===== config.mk =====
export PLATFORM = sky130hd
export DESIGN_NAME = minmax_window_tracker
export DESIGN_NICKNAME = d
export VERILOG_FILES = /design/src/rtl/minmax_pkg.sv /design/src/rtl/minmax_datapath.sv /design/src/rtl/minmax_window_tracker.sv
export SDC_FILE = /design/constraint.sdc
export NUM_CORES = 1
export LEC_CHECK = 0
export ABC_CLOCK_PERIOD_IN_PS = 2250
export CAP_MARGIN = 20
export CORE_ASPECT_RATIO = 0.8
export CORE_UTILIZATION = 40
export CTS_BUF_LIST = sky130_fd_sc_hd__clkbuf_8
export CTS_CLUSTER_SIZE = 10
export DETAILED_ROUTE_END_ITERATION = 8
export PLACE_DENSITY = 0.67
export SLEW_MARGIN = 10
export SYNTH_ARGS = -nofsm -noshare
export SYNTH_HDL_FRONTEND = slang
export SYNTH_SLANG_ARGS = --single-unit

===== constraint.sdc =====
create_clock -name clk -period 2.25 [get_ports clk]
set_input_delay 0.45 -clock clk [delete_from_list [all_inputs] [get_ports clk]]
set_output_delay 0.45 -clock clk [all_outputs]
set_load 0.01 [all_outputs]

===== src/rtl/minmax_pkg.sv =====
// Shared state encoding for the windowed min/max tracker.
// Kept in a package so the FSM and any future consumers agree on it.
package minmax_pkg;

    typedef logic [1:0] state_t;

    localparam state_t IDLE  = 2'b00;
    localparam state_t FIRST = 2'b01;
    localparam state_t TRACK = 2'b10;
    localparam state_t DONE  = 2'b11;

endpackage


===== src/rtl/minmax_datapath.sv =====
// Min/max/count registers and the compare logic for one window.
// Signedness is fixed at elaboration; compare and storage share WIDTH.
module minmax_datapath
    import minmax_pkg::*;
#(
    parameter int WIDTH  = 8,
    parameter int WINDOW = 16,
    parameter int SIGNED = 0,
    parameter int CNT_W  = $clog2(WINDOW + 1)
) (
    input  logic             clk,
    input  logic             rst,
    input  logic [WIDTH-1:0] in_data,
    input  logic             load_first,
    input  logic             update,
    input  logic             clr_cnt,
    input  logic             inc_cnt,
    output logic             lt_min,
    output logic             gt_max,
    output logic             cnt_last,
    output logic [WIDTH-1:0] min_out,
    output logic [WIDTH-1:0] max_out,
    output logic [CNT_W-1:0] count_out
);

    generate
        if (SIGNED != 0) begin : g_signed
            assign lt_min = $signed(in_data) < $signed(min_out);
            assign gt_max = $signed(in_data) > $signed(max_out);
        end else begin : g_unsigned
            assign lt_min = in_data < min_out;
            assign gt_max = in_data > max_out;
        end
    endgenerate

    assign cnt_last = (count_out == CNT_W'(WINDOW - 1));

    // min and max update independently; equal samples leave both alone
    always_ff @(posedge clk) begin
        if (!rst) begin
            min_out <= '0;
            max_out <= '0;
        end else if (load_first) begin
            min_out <= in_data;
            max_out <= in_data;
        end else if (update) begin
            if (lt_min) min_out <= in_data;
            if (gt_max) max_out <= in_data;
        end
    end

    always_ff @(posedge clk) begin
        if (!rst) begin
            count_out <= '0;
        end else if (clr_cnt) begin
            count_out <= '0;
        end else if (load_first) begin
            count_out <= CNT_W'(1);
        end else if (inc_cnt) begin
            count_out <= count_out + CNT_W'(1);
        end
    end

endmodule


===== src/rtl/minmax_window_tracker.sv =====
// Windowed running min/max tracker: FSM around minmax_datapath.
// Samples enter on in_valid/in_ready, results leave on res_valid/res_ready.
module minmax_window_tracker
    import minmax_pkg::*;
#(
    parameter int WIDTH  = 8,
    parameter int WINDOW = 16,
    parameter int SIGNED = 0,
    parameter int CNT_W  = $clog2(WINDOW + 1)
) (
    input  logic             clk,
    input  logic             rst,
    input  logic             start,
    input  logic             abort,
    input  logic             in_valid,
    input  logic [WIDTH-1:0] in_data,
    output logic             in_ready,
    output logic             res_valid,
    input  logic             res_ready,
    output logic [WIDTH-1:0] min_out,
    output logic [WIDTH-1:0] max_out,
    output logic [CNT_W-1:0] count_out,
    output logic             busy
);

    state_t state;
    state_t state_nxt;

    logic st_idle;
    logic st_first;
    logic st_track;
    logic st_done;
    logic hs;
    logic take;
    logic load_first;
    logic update;
    logic clr_cnt;
    logic inc_cnt;
    logic lt_min;
    logic gt_max;
    logic cnt_last;

    assign st_idle  = (state == IDLE);
    assign st_first = (state == FIRST);
    assign st_track = (state == TRACK);
    assign st_done  = (state == DONE);

    assign in_ready  = st_first | st_track;
    assign busy      = st_first | st_track;
    assign res_valid = st_done;

    // abort wins over a same-cycle handshake
    assign hs         = in_valid & in_ready;
    assign take       = hs & ~abort;
    assign load_first = st_first & take;
    assign update     = st_track & take;
    assign inc_cnt    = update;
    assign clr_cnt    = (st_idle & start)
                      | (st_done & res_ready & start)
                      | (busy & abort);

    always_comb begin
        state_nxt = state;
        unique case (1'b1)
            st_idle: begin
                if (start) state_nxt = FIRST;
            end
            st_first: begin
                if (abort)
                    state_nxt = IDLE;
                else if (hs)
                    state_nxt = (WINDOW == 1) ? DONE : TRACK;
            end
            st_track: begin
                if (abort)
                    state_nxt = IDLE;
                else if (hs && cnt_last)
                    state_nxt = DONE;
            end
            st_done: begin
                if (res_ready)
                    state_nxt = start ? FIRST : IDLE;
            end
            default: state_nxt = IDLE;
        endcase
    end

    always_ff @(posedge clk) begin
        if (!rst) state <= IDLE;
        else      state <= state_nxt;
    end

    minmax_datapath #(
        .WIDTH  (WIDTH),
        .WINDOW (WINDOW),
        .SIGNED (SIGNED),
        .CNT_W  (CNT_W)
    ) u_dp (
        .clk        (clk),
        .rst        (rst),
        .in_data    (in_data),
        .load_first (load_first),
        .update     (update),
        .clr_cnt    (clr_cnt),
        .inc_cnt    (inc_cnt),
        .lt_min     (lt_min),
        .gt_max     (gt_max),
        .cnt_last   (cnt_last),
        .min_out    (min_out),
        .max_out    (max_out),
        .count_out  (count_out)
    );

endmodule

# Word-level counts from Yosys, hierarchy flattened
# Index checks and enable logic that the tools add are counted.
[totals]
regBits = 23
latchBits = 0
ram_bits = 0
romBits = 0
elab_cells = 55
mem_count = 0
[op_classes]
addsub = 1
mul = 0
div = 0
order_cmp = 2
eq_ne = 8
shift = 0
n_mux = 16
n_bitwise = 13
n_reduce_logical = 10
[ops]
columns = ["cell", "n"]
rows = [
  ["2-to-1 mux 8 bit", 6],
  ["2-to-1 mux 2 bit", 6],
  ["bitwise AND 1 bit", 8],
  ["> comparator 8 bit", 1],
  ["< comparator 8 bit", 1],
  ["one-hot mux 2 bit (4 select lines)", 1],
  ["!= test 3 x 2 -> 1 bit, second input constant", 2],
  ["nonzero test 2 bit", 3],
  ["adder 5 x 1 -> 5 bit, second input constant", 1],
  ["equality test 5 x 4 -> 1 bit, second input constant", 1],
  ["equality test 2 bit, second input constant", 2],
  ["!= test 2 bit, second input constant", 2],
  ["AND reduction 2 bit", 2],
  ["AND reduction 4 bit", 1],
  ["2-to-1 mux 1 bit", 3],
  ["OR 1 bit", 3],
  ["OR reduction 3 bit", 1],
  ["equality test 2 x 1 -> 1 bit, second input constant", 1],
  ["logical NOT 2 bit", 1],
  ["inverter 1 bit", 2],
  ["OR reduction 2 bit", 1],
  ["logical AND 1 bit", 1],
]

# Logic depth before layout (Yosys ltp)
[logic_depth]
ltp_word = 7
depth_mapped = 8

# By module
# From an unflattened synthesis, not the netlist that was laid out.
[hier_totals]
cells_unflattened = 167
area_unflattened_um2 = 1516.5
[by_module_without_submodules]
columns = ["mod", "instances", "cells_each", "area_per_inst_um2", "seq_area_each_um2"]
rows = [
  ["minmax_datapath", 1, 139, 1257.5, 420.4],
  ["minmax_window_tracker", 1, 28, 259.0, 40.0],
]

# Least setup slack after synthesis
# No wires, ideal clock.
[synth_path]
path_type = "reg-to-reg"
startpoint = "register state[0]"
endpoint = "register u_dp.max_out[0]"
t_arrival_ps = 1760
required_time_ps = 2178
slack_ps = 418
stages_incl_launch_ff = 9
synth_period_minus_slack_ps = 1832
cell_sequence = "dfxtp_1 inv_1 ha_1 and4b_1 buf_4 o21ai_0 o21ai_1 nor2_4 mux2i_1"
[synth_via]
elab_chain_len = 7
elab_cells_between_ends = 11
[synth_lines]
columns = ["element", "line_no", "rtl"]
rows = [
  ["start: declaration", "minmax_window_tracker.sv:26", "state_t state;"],
  ["start signal: assignment", "minmax_window_tracker.sv:90", "else state <= state_nxt;"],
  ["equality test 2 x 1 -> 1 bit or equality test 2 bit (tied branches)", "minmax_window_tracker.sv:44, minmax_window_tracker.sv:45", ""],
  ["OR 1 bit (*)", "--", ""],
  ["via busy", "minmax_window_tracker.sv:23", "output logic busy"],
  ["bitwise AND 1 bit (*)", "minmax_window_tracker.sv:53", "assign hs = in_valid & in_ready;"],
  ["bitwise AND 1 bit (*)", "minmax_window_tracker.sv:54", "assign take = hs & ~abort;"],
  ["bitwise AND 1 bit, on equally long branches", "minmax_window_tracker.sv:55, minmax_window_tracker.sv:56", ""],
  ["nonzero test 2 bit (no source line)", "--", ""],
  ["AND reduction 2 bit (no source line)", "--", ""],
  ["end signal: assignment", "minmax_datapath.sv:45", "max_out <= in_data;"],
  ["end signal: assignment", "minmax_datapath.sv:48", "if (gt_max) max_out <= in_data;"],
  ["end: declaration", "minmax_datapath.sv:22", "output logic [WIDTH-1:0] max_out,"],
]
# The timed path passes the listed nets; every way through them passes the cells marked *.
# A chain may end at the register's enable or synchronous reset.

# Worst setup path in the final report
[layout_path]
startpoint = "register state[0]"
endpoint = "output port in_ready"
[layout_via]
elab_chain_len = 2
elab_cells_between_ends = 3
[layout_lines]
columns = ["element", "line_no", "rtl"]
rows = [
  ["equality test 2 x 1 -> 1 bit or equality test 2 bit (tied branches)", "minmax_window_tracker.sv:44, minmax_window_tracker.sv:45", ""],
  ["OR 1 bit (*)", "minmax_window_tracker.sv:48", "assign in_ready = st_first | st_track;"],
  ["end: declaration", "minmax_window_tracker.sv:17", "output logic in_ready,"],
]
# Mark *: on every way between the ends. The rest lies on a longest branch, timed or not.

==> metrics.txt <==
outcome complete, no violations; Std-Cell Rows 19; P&R area growth vs syn 34.9%; WHS Path Cells 2; most common cell after layout, fill and taps aside clkdlybuf4s50_1; Leak 0.814 nW; Int Power 0.000716 W; Antenna Nets Post-Route 0; ANT cells 0; Slew Limit Fails 0; Setup-failing EPs final 0; initial antenna violation count 0; die area 3930 um2; CP Class flip-flop to output pin; Tot GR Track Use 0.172; Clock Power Share 0.250; worst slew pin tran 528 ps; CTS tree done; Vias 1258; yosys warns 0; crit path launch state[0]; Worst R2R Path Depth 7; fin cells 252; DRC 0; unique cell type count in the Yosys netlist 34; post_cts resized 0; Die Ht 56.3 um; number of synthesized register bits 23; Hold Path Class flip-flop to flip-flop; synthesized instance count 166; Critical Path Source Type flip-flop; maxcap violations 0; pin count of the biggest net entering global routing 18; Core Box Area 3470 um2; sw power 0.000306 W; crit path max fanout 5; Worst EP arrival 1630 ps; first-pass GRT wire length 5.32 mm; Slew HR 0.648; root buf cell clkbuf_8; routed vias/inst 4.99; post-placement setup slack -68.9 ps; sequential fraction of the synthesis area 0.312; Sequential Power Share 0.434; Mapped Area 1470 um2; min-delay src u_dp.min_out[3]; Initial Util 0.425; Buffers on Ports 37; Tcrit/Tclk final 0.927; vias in the first global route 1165; post-DP HPWL 2.55 mm; largest buffer count on any clock path 2; First-pass DRT Iterations 4; clock-pin slew on the worst setup and hold paths 80 ps; Comb power frac 0.315; wire length per cell 12.7 um; I/O Pins 38; worst skew pair latency 270 ps; CTS Sinks 23; Post-CTS Hold Fix Bufs 0; worst endpoint required time 1800 ps; final net count 246; f_max 0.480 GHz; final WL 3.19 mm; Final Wtd Congestion 0.761; Die W 69.9 um; Overflow after GRT 0; Period minus WS final 2080 ps; total CTS buffers 3; P per Cell Area 514 nW/um2; Net Sw Frac 0.300; Mean Syn Cell Area 8.88 um2; final setup margin 165 ps; DRT iter0 DRCs 58; Final Hold Viols 0; nature of the critical path endpoint output pin; worst r2r src state[0]; commonest cells after routing, fill and taps aside clkdlybuf4s50_1 (37), nand2_1 (31), inv_1 (23), dfxtp_1 (23), ha_1 (21); Mapped Nets 201; RSZ-0062 raised after global routing false; layout cells sized above 1 0.0810; total placed cells including tap cells 248; H-tree levels 1; Worst VDD drop 0.239 mV; number of setup buffers added after CTS 0; Final Skew 2.41 ps
## cell families (layout without fill, tap and decap cells)
group                      count (synthesis)  in the layout  synth area share
AOI/OAI and AO/OA                         19             19             0.113
buffers and inverters                     27             71            0.0739
adders and majority gates                 21             21             0.178
xor gates and xnor gates                   3              3            0.0178
and+or+nand+nor                           55             55             0.183
muxes                                     18             18             0.122
DFF                                       23             23             0.312
## final timing paths
| kind | endpoint | slack (ps) |
|---|---|---|
| setup / recovery | in_ready | 170 |
| hold / removal | u_dp.min_out[3] | 480 |
| setup reg to reg | state[1] | 280 |
| hold reg to reg | u_dp.min_out[3] | 480 |
## synthesized netlist by cell type, drive strengths merged
cell type  instances  area share
nand4              6       0.025
xnor2              1      0.0059
o211a              1      0.0068
nand2b             1      0.0093
mux2i             18        0.12
nor3               1      0.0068
a221oi             1      0.0059
a21o               2       0.010
buf                2       0.010
inv               22       0.056
a2111oi            1       0.019
a21oi              4       0.014
o22ai              1      0.0042
nand4b             1      0.0059
nor2b              2      0.0085
a222oi             1      0.0068
nand2             31       0.079
nand3              2      0.0068
xor2               2       0.012
dfxtp             23        0.31
and2               1      0.0042
and3               1      0.0042
clkbuf             3      0.0076
a211oi             2       0.014
o21a               2       0.010
o211ai             1      0.0051
ha                21        0.18
nor2               8       0.025
o21ai              3       0.018
and4b              1      0.0068
## layer usage
| layer | wire length, um | global-route usage | share of wire |
|---|---|---|---|
| met3 | 134 | 0.0467 | 0.042 |
| met4 | 32 | 0.0514 | 0.010 |
| met5 | 0 | 0 | 0 |
| met2 | 1430 | 0.287 | 0.45 |
| met1 | 1600 | 0.217 | 0.50 |
## metrics by stage
stage / setup TNS [ps] / power [W] / hold WS [ps] / utilization / area [um2]
detailed placement: -376 / 0.000776 / 471 / 0.560 / 1940
floorplan: 0 / 0.000652 / 491 / - / 1470
global route: 0 / 0.00108 / 498 / 0.573 / 1990
CTS: 0 / 0.00103 / 483 / 0.573 / 1990
global placement: 0 / 0.000769 / 460 / 0.560 / 1940
finish: 0 / 0.00102 / 480 / 0.573 / 1990
## critical path, stage by stage, from the launching register on
cell,delay (ps)
dfxtp_1,390
inv_1,80
ha_1,350
clkdlybuf4s50_1,550
## flip-flops by register name, summed over array words and instances (netlist names)
name,count
state,2
u_dp.count_out,5
u_dp.max_out,8
u_dp.min_out,8
## layout make-up
class | count | area, um2
Clock buffer | 3 | 41.3
Clock inverter | 1 | 3.75
Fill cell | 309 | 1480
Inverter | 22 | 82.6
Multi-Input combinational cell | 116 | 905
Sequential cell | 23 | 460
Tap cell | 42 | 52.6
Timing Repair Buffer | 45 | 443
## power by group through the flow
stage                     combinational (W)  sequential [W]  clock (W)
after floorplan                    0.000196        0.000456          0
after global placement             0.000316        0.000452          0
after detailed placement           0.000322        0.000454          0
after CTS                          0.000324        0.000444   0.000265
after global routing               0.000356        0.000447   0.000277
final                              0.000322        0.000444   0.000256
No activity file was read; power rests on OpenSTA's default activity.
==> edit 1 (same flow settings) <==
`WINDOW` is set to 16 in 2 places; all go to 8.
--- a/src/rtl/minmax_datapath.sv
+++ b/src/rtl/minmax_datapath.sv
@@ -6,3 +6,3 @@
     parameter int WIDTH  = 8,
-    parameter int WINDOW = 16,
+    parameter int WINDOW = 8,
     parameter int SIGNED = 0,
--- a/src/rtl/minmax_window_tracker.sv
+++ b/src/rtl/minmax_window_tracker.sv
@@ -6,3 +6,3 @@
     parameter int WIDTH  = 8,
-    parameter int WINDOW = 16,
+    parameter int WINDOW = 8,
     parameter int SIGNED = 0,
Interface: changed (resized count_out); port bits go from 38 to 37. The function was not compared with the original's and may differ.
==> edit 1 against the unedited design <==
Routed wire length down 0.72%. Worst setup slack worse by 60 ps. Area after synthesis down 4.1%. Sequential cell count down 1. Clock power up 12%. Core utilization up 3.8 points. First-iteration DRC count down 33%. Design area down 1.1%. Clock skew up 1.5 ps. Final cell count down 2.4%. Power up 2.1%. Critical path type is now in -> reg. Largest power group unchanged.
==> edit 1: results (changes against the unedited design) <==
** Global route
- Via count of the first global-routing pass :: 1113 (-4.5%)
- The global-route usage over all layers is 18.83% (+1.6 points).
- Largest net degree at the start of global routing :: 29 (+11)
- The wire length of the first global-routing pass came to 5099 um (-4.1%).

** Pwr
- Net switching share of the total power :: 29.85% (-0.13 points)
- The combinational share of power came to 31.7% (+0.2 points).
- The sequential cell fraction of total power came to 40.9% (-2.5 points).
- The cell leakage power was 0.8151 nW (+0.14%).
- The maximum ir drop on the vdd rail is 0.3123 mV (+30%).

** Routing
- Violation count after the first detailed-routing iteration :: 39 (-33%)
- Via density per instance :: 4.931 (-1.2%)
- The total via count after detailed routing is 1213 (-3.6%).

** Layout
- Largest registers :: u_dp.max_out: 8 flops, u_dp.min_out: 8 flops, u_dp.count_out: 4 flops
- FILL cells :: 277 (-10%)
- The number of nets in the layout was 241 (-2.0%).

** Synth
- By area the synthesized netlist is led by sky130_fd_sc_hd__dfxtp_1 (31%), sky130_fd_sc_hd__ha_1 (18%), sky130_fd_sc_hd__mux2i_1 (12%), sky130_fd_sc_hd__nand2_1 (8.5%), sky130_fd_sc_hd__inv_1 (5.6%).
- Most frequent cells after synthesis :: sky130_fd_sc_hd__nand2_1 (32), sky130_fd_sc_hd__dfxtp_1 (22), sky130_fd_sc_hd__inv_1 (21), sky130_fd_sc_hd__ha_1 (20), sky130_fd_sc_hd__mux2i_1 (17)
- Sequential area share after synthesis :: 31.15% (-0.089 points)
- Average instance area after synthesis :: 8.782 um^2 (-1.1%)
- The number of unique standard cell types used by synthesis is 32 (-5.9%).
- The net count after synthesis came to 195 (-3.0%).
- Adder and majority gate portion of the synthesized area :: 17.70% (-0.13 points)
- The mux share of post-synthesis cell area came to 12.04% (-0.19 points).
- The post-synthesis xor/xnor area fraction is 1.858% (+0.076 points).

** STA
- The worst-case hold slack is 476.1 ps (-3.918 ps).
- The worst slew slack as a fraction of its limit came to 70.60% (+5.8 points).
- The setup clock skew after layout came to 3.875 ps (+1.461 ps).

** Critical path
- The worst register-to-register path begins at u_dp.min_out[1].
- Worst Path Arrival :: 2340 ps (+710 ps)
- The endpoint identified for the worst register-to-register timing path is u_dp.min_out[0].
- Launch point of the critical path :: in_data[5]
- The worst-case register-to-register setup slack is 180 ps (-100 ps).

** Run status
- The flow ran to the end, and the final reports show no timing, DRC or antenna violations.

** Placement
- The final RePlAce weighted congestion is 0.8340 (+9.6%).
- The placed wire-length estimate after detailed placement is 2466 um (-3.3%).
- The area of placed instances was 1877 um^2 (-3.4%).

** Worst hold path
- Endpoint, Worst Hold :: u_dp.min_out[2]
- In this run the most critical hold path is launched from u_dp.min_out[2].
-- edit 1: logic make-up (layout without fill, tap and decap cells) --
family,Yosys count,count (layout)
compound gates,17,17
xor+xnor,3,3
fa+ha+maj,20,20
buf+inv,26,71
flops,22,22
mux,17,17
simple gates,56,56
-- edit 1: area by class of cell --
| class | count | area share [%] |
|---|---|---|
| inverter | 21 | 4.008 |
| timing repair buffer | 46 | 22.84 |
| clock buffer | 4 | 2.799 |
| sequential | 22 | 22.39 |
| multi-input combinational | 113 | 45.42 |
| tap | 40 | 2.545 |
-- edit 1: stage by stage --
stage                     worst slack (ps)  util, %
after floorplan                      224.0        -
after global placement              -210.9    58.28
after detailed placement            -260.1    58.28
after CTS                            3.439    59.98
after global routing                 4.581    61.07
final                                105.5    61.07
-- edit 1: layer usage --
metal	share of wire, %	global-route usage (%)	up-vias	wire length [um]
met5	0	0	-	0
met4	0.47	4.167	0	15
met3	5.4	5.123	4	170
met2	43	30.07	32	1368
met1	51	25.25	542	1616
li1	-	-	635	-
==> edit 2 (same settings) <==
Made on the original files. One comparison of `count_out` changes from == to >=.
--- a/src/rtl/minmax_datapath.sv
+++ b/src/rtl/minmax_datapath.sv
@@ -35,3 +35,3 @@
 
-    assign cnt_last = (count_out == CNT_W'(WINDOW - 1));
+    assign cnt_last = (count_out >= CNT_W'(WINDOW - 1));
 
Function: no difference found for any inputs over 10 cycles, from zero or initial values and one cycle with rst low; that may be too few to reach the edited logic, so the function may still have changed.
==> edit 2 against the unedited design <==
Critical path depth stayed put. Sequential cell count stayed put. Power is 1.3% higher. Sequential share of layout area is 0.55 points lower. Design area is 2.5% higher. Worst setup slack worse by 81 ps. Routed wire length is 11% higher. Clock skew hardly changed. Largest power group unchanged. Highest routed layer unchanged. Area after synthesis is 0.34% higher.
==> edit 2: results (changes against the unedited design) <==
** Global route
- Via count of the first global-routing pass :: 1343 (+15%)
- Global-route met1 utilization :: 22.79% (+1.1 points)
- The global-route usage over all layers came to 18.58% (+1.4 points).
- The global-route track usage on met3 was 4.488% (-0.18 points).
- Wire length of the first global-routing pass :: 5865 um (+10%)
- Antenna violations before repair :: 0 (unchanged)
- Largest net degree at the start of global routing :: 13 (-5)
- The met2 global-route usage came to 33.65% (+4.9 points).

** Worst hold path
- Worst min-delay path category :: reg -> reg

** Synth
- The synthesis warning total came to 0 (unchanged).
- The sequential fraction of the synthesis area was 31.13% (-0.11 points).
- By area the synthesized netlist is led by sky130_fd_sc_hd__dfxtp_1 (31%), sky130_fd_sc_hd__ha_1 (18%), sky130_fd_sc_hd__mux2i_1 (12%), sky130_fd_sc_hd__nand2_1 (8.4%), sky130_fd_sc_hd__inv_1 (5.3%).
- By count the netlist is led by sky130_fd_sc_hd__nand2_1 (33), sky130_fd_sc_hd__dfxtp_1 (23), sky130_fd_sc_hd__ha_1 (21), sky130_fd_sc_hd__inv_1 (21), sky130_fd_sc_hd__mux2i_1 (18).
- The number of unique standard cell types used by synthesis is 32 (-5.9%).
- The net count after synthesis was 203 (+1.0%).
- The fraction of synthesis flops using an asynchronous set or reset pin is 0% (unchanged).

** Run status
- The flow ran to the end, and the final reports show no timing, DRC or antenna violations.

** Routing
- The final wirelength was 3536 um (+11%).
- Number of vias in the routed layout :: 1298 (+3.2%)
- The violation count after the first detailed-routing iteration is 39 (-33%).
- The number of detailed-routing iterations run before antenna repair was 4 (unchanged).

** Pwr
- The maximum ir drop on the vdd rail was 0.3371 mV (+41%).
- Total leakage power :: 0.8503 nW (+4.5%)

** Clocking
- Latest clock arrival within the worst-skew pair :: between 200 and 300 ps
- CTS Buffer Depth :: 2 (unchanged)
- Post-CTS Setup Repair Bufs :: 0 (unchanged)
- H-Tree Depth :: 1 (unchanged)
- The number of clock buffers inserted by TritonCTS was 3 (unchanged).
- The tree is rooted in a sky130_fd_sc_hd__clkbuf_8.
- The clock transition at the registers of the reported paths is 80 ps (about the same).

** Critical path
- Crit Path Max Fanout :: 6 (+1)
- Worst Path Arrival :: 1720 ps (+90 ps)

** Layout
- Net count, final :: 253 (+2.8%)
- Proportion of layout cells with a drive suffix above 1 :: 10.14% (+2.0 points)
- The largest registers in the layout are u_dp.max_out: 8 flops, u_dp.min_out: 8 flops, u_dp.count_out: 5 flops.
- ANT cells :: 0 (unchanged)

** Placement
- The placed wire-length estimate after detailed placement is 2887 um (+13%).
- The count of input and output buffers is 37 (unchanged).
- The final RePlAce weighted congestion came to 0.8517 (+12%).
- Dpl cell area :: 1976 um^2 (+1.7%)
- Pre-CTS WS :: -221.7 ps (-152.9 ps)

** STA
- Number of hold violations in the final report :: 0 (unchanged)
- The setup clock skew after layout is 2.836 ps (+0.4214 ps).
- Measured slew at the worst slew-check pin :: 327.5 ps (-200.4 ps)
edit 2: stage by stage:
| step | hold slack [ps] | util (%) | std cells |
|---|---|---|---|
| 2_1_floorplan | 491.0 | - | 168 |
| 3_3_place_gp | 462.1 | 56.92 | 255 |
| 3_5_place_dp | 476.2 | 56.92 | 255 |
| 4_1_cts | 486.7 | 58.22 | 259 |
| 5_1_grt | 513.2 | 58.69 | 259 |
| 6_report | 486.3 | 58.69 | 259 |
edit 2: path summary, 6_finish.rpt:
kind	start	end	slack, ps	cells past startpoint
hold / removal	u_dp.max_out[1]	u_dp.max_out[1]	490	2
hold reg to reg	u_dp.max_out[1]	u_dp.max_out[1]	490	2
setup / recovery	state[1]	in_ready	80	3
setup reg to reg	state[1]	u_dp.max_out[4]	180	8
edit 2: kinds of logic after synthesis:
group | synth area share [%]
xor gates and xnor gates | 1.777
AOI/OAI and AO/OA | 10.32
adders and majority gates | 17.77
and+or+nand+nor | 19.88
buffers and inverters | 6.938
muxes | 12.18
DFF | 31.13
edit 2: power breakdown:
| group | switching, W | internal (W) | leakage [nW] |
|---|---|---|---|
| sequential | 0.0000173 | 0.000427 | 0.186 |
| combinational | 0.000173 | 0.000171 | 0.638 |
| clock | 0.000125 | 0.000122 | 0.0269 |
edit 2: routing by layer:
metal  vias up  part of all wire, %
met3         2                  3.6
met5         -                    0
li1        671                    -
met4         0                 0.45
met2        21                   47
met1       604                   49
edit 2: cell type report:
class,instances,area (um^2)
Sequential cell,23,460.4
Timing Repair Buffer,50,470.5
Inverter,21,78.83
Tap cell,42,52.55
Fill cell,302,1434
Clock inverter,1,3.754
Multi-Input combinational cell,119,929.6
Clock buffer,3,41.29
edit 2: timing repair:
action,4_1_cts,5_1_grt
hold buffers,0,0
gates resized for setup,0,3
setup endpoints to repair,0,11
edit 2: worst max-delay path, stage by stage (launching register included):
cell	delay, ps
sky130_fd_sc_hd__dfxtp_1	380
sky130_fd_sc_hd__inv_1	80
sky130_fd_sc_hd__ha_1	400
sky130_fd_sc_hd__clkdlybuf4s50_1	590
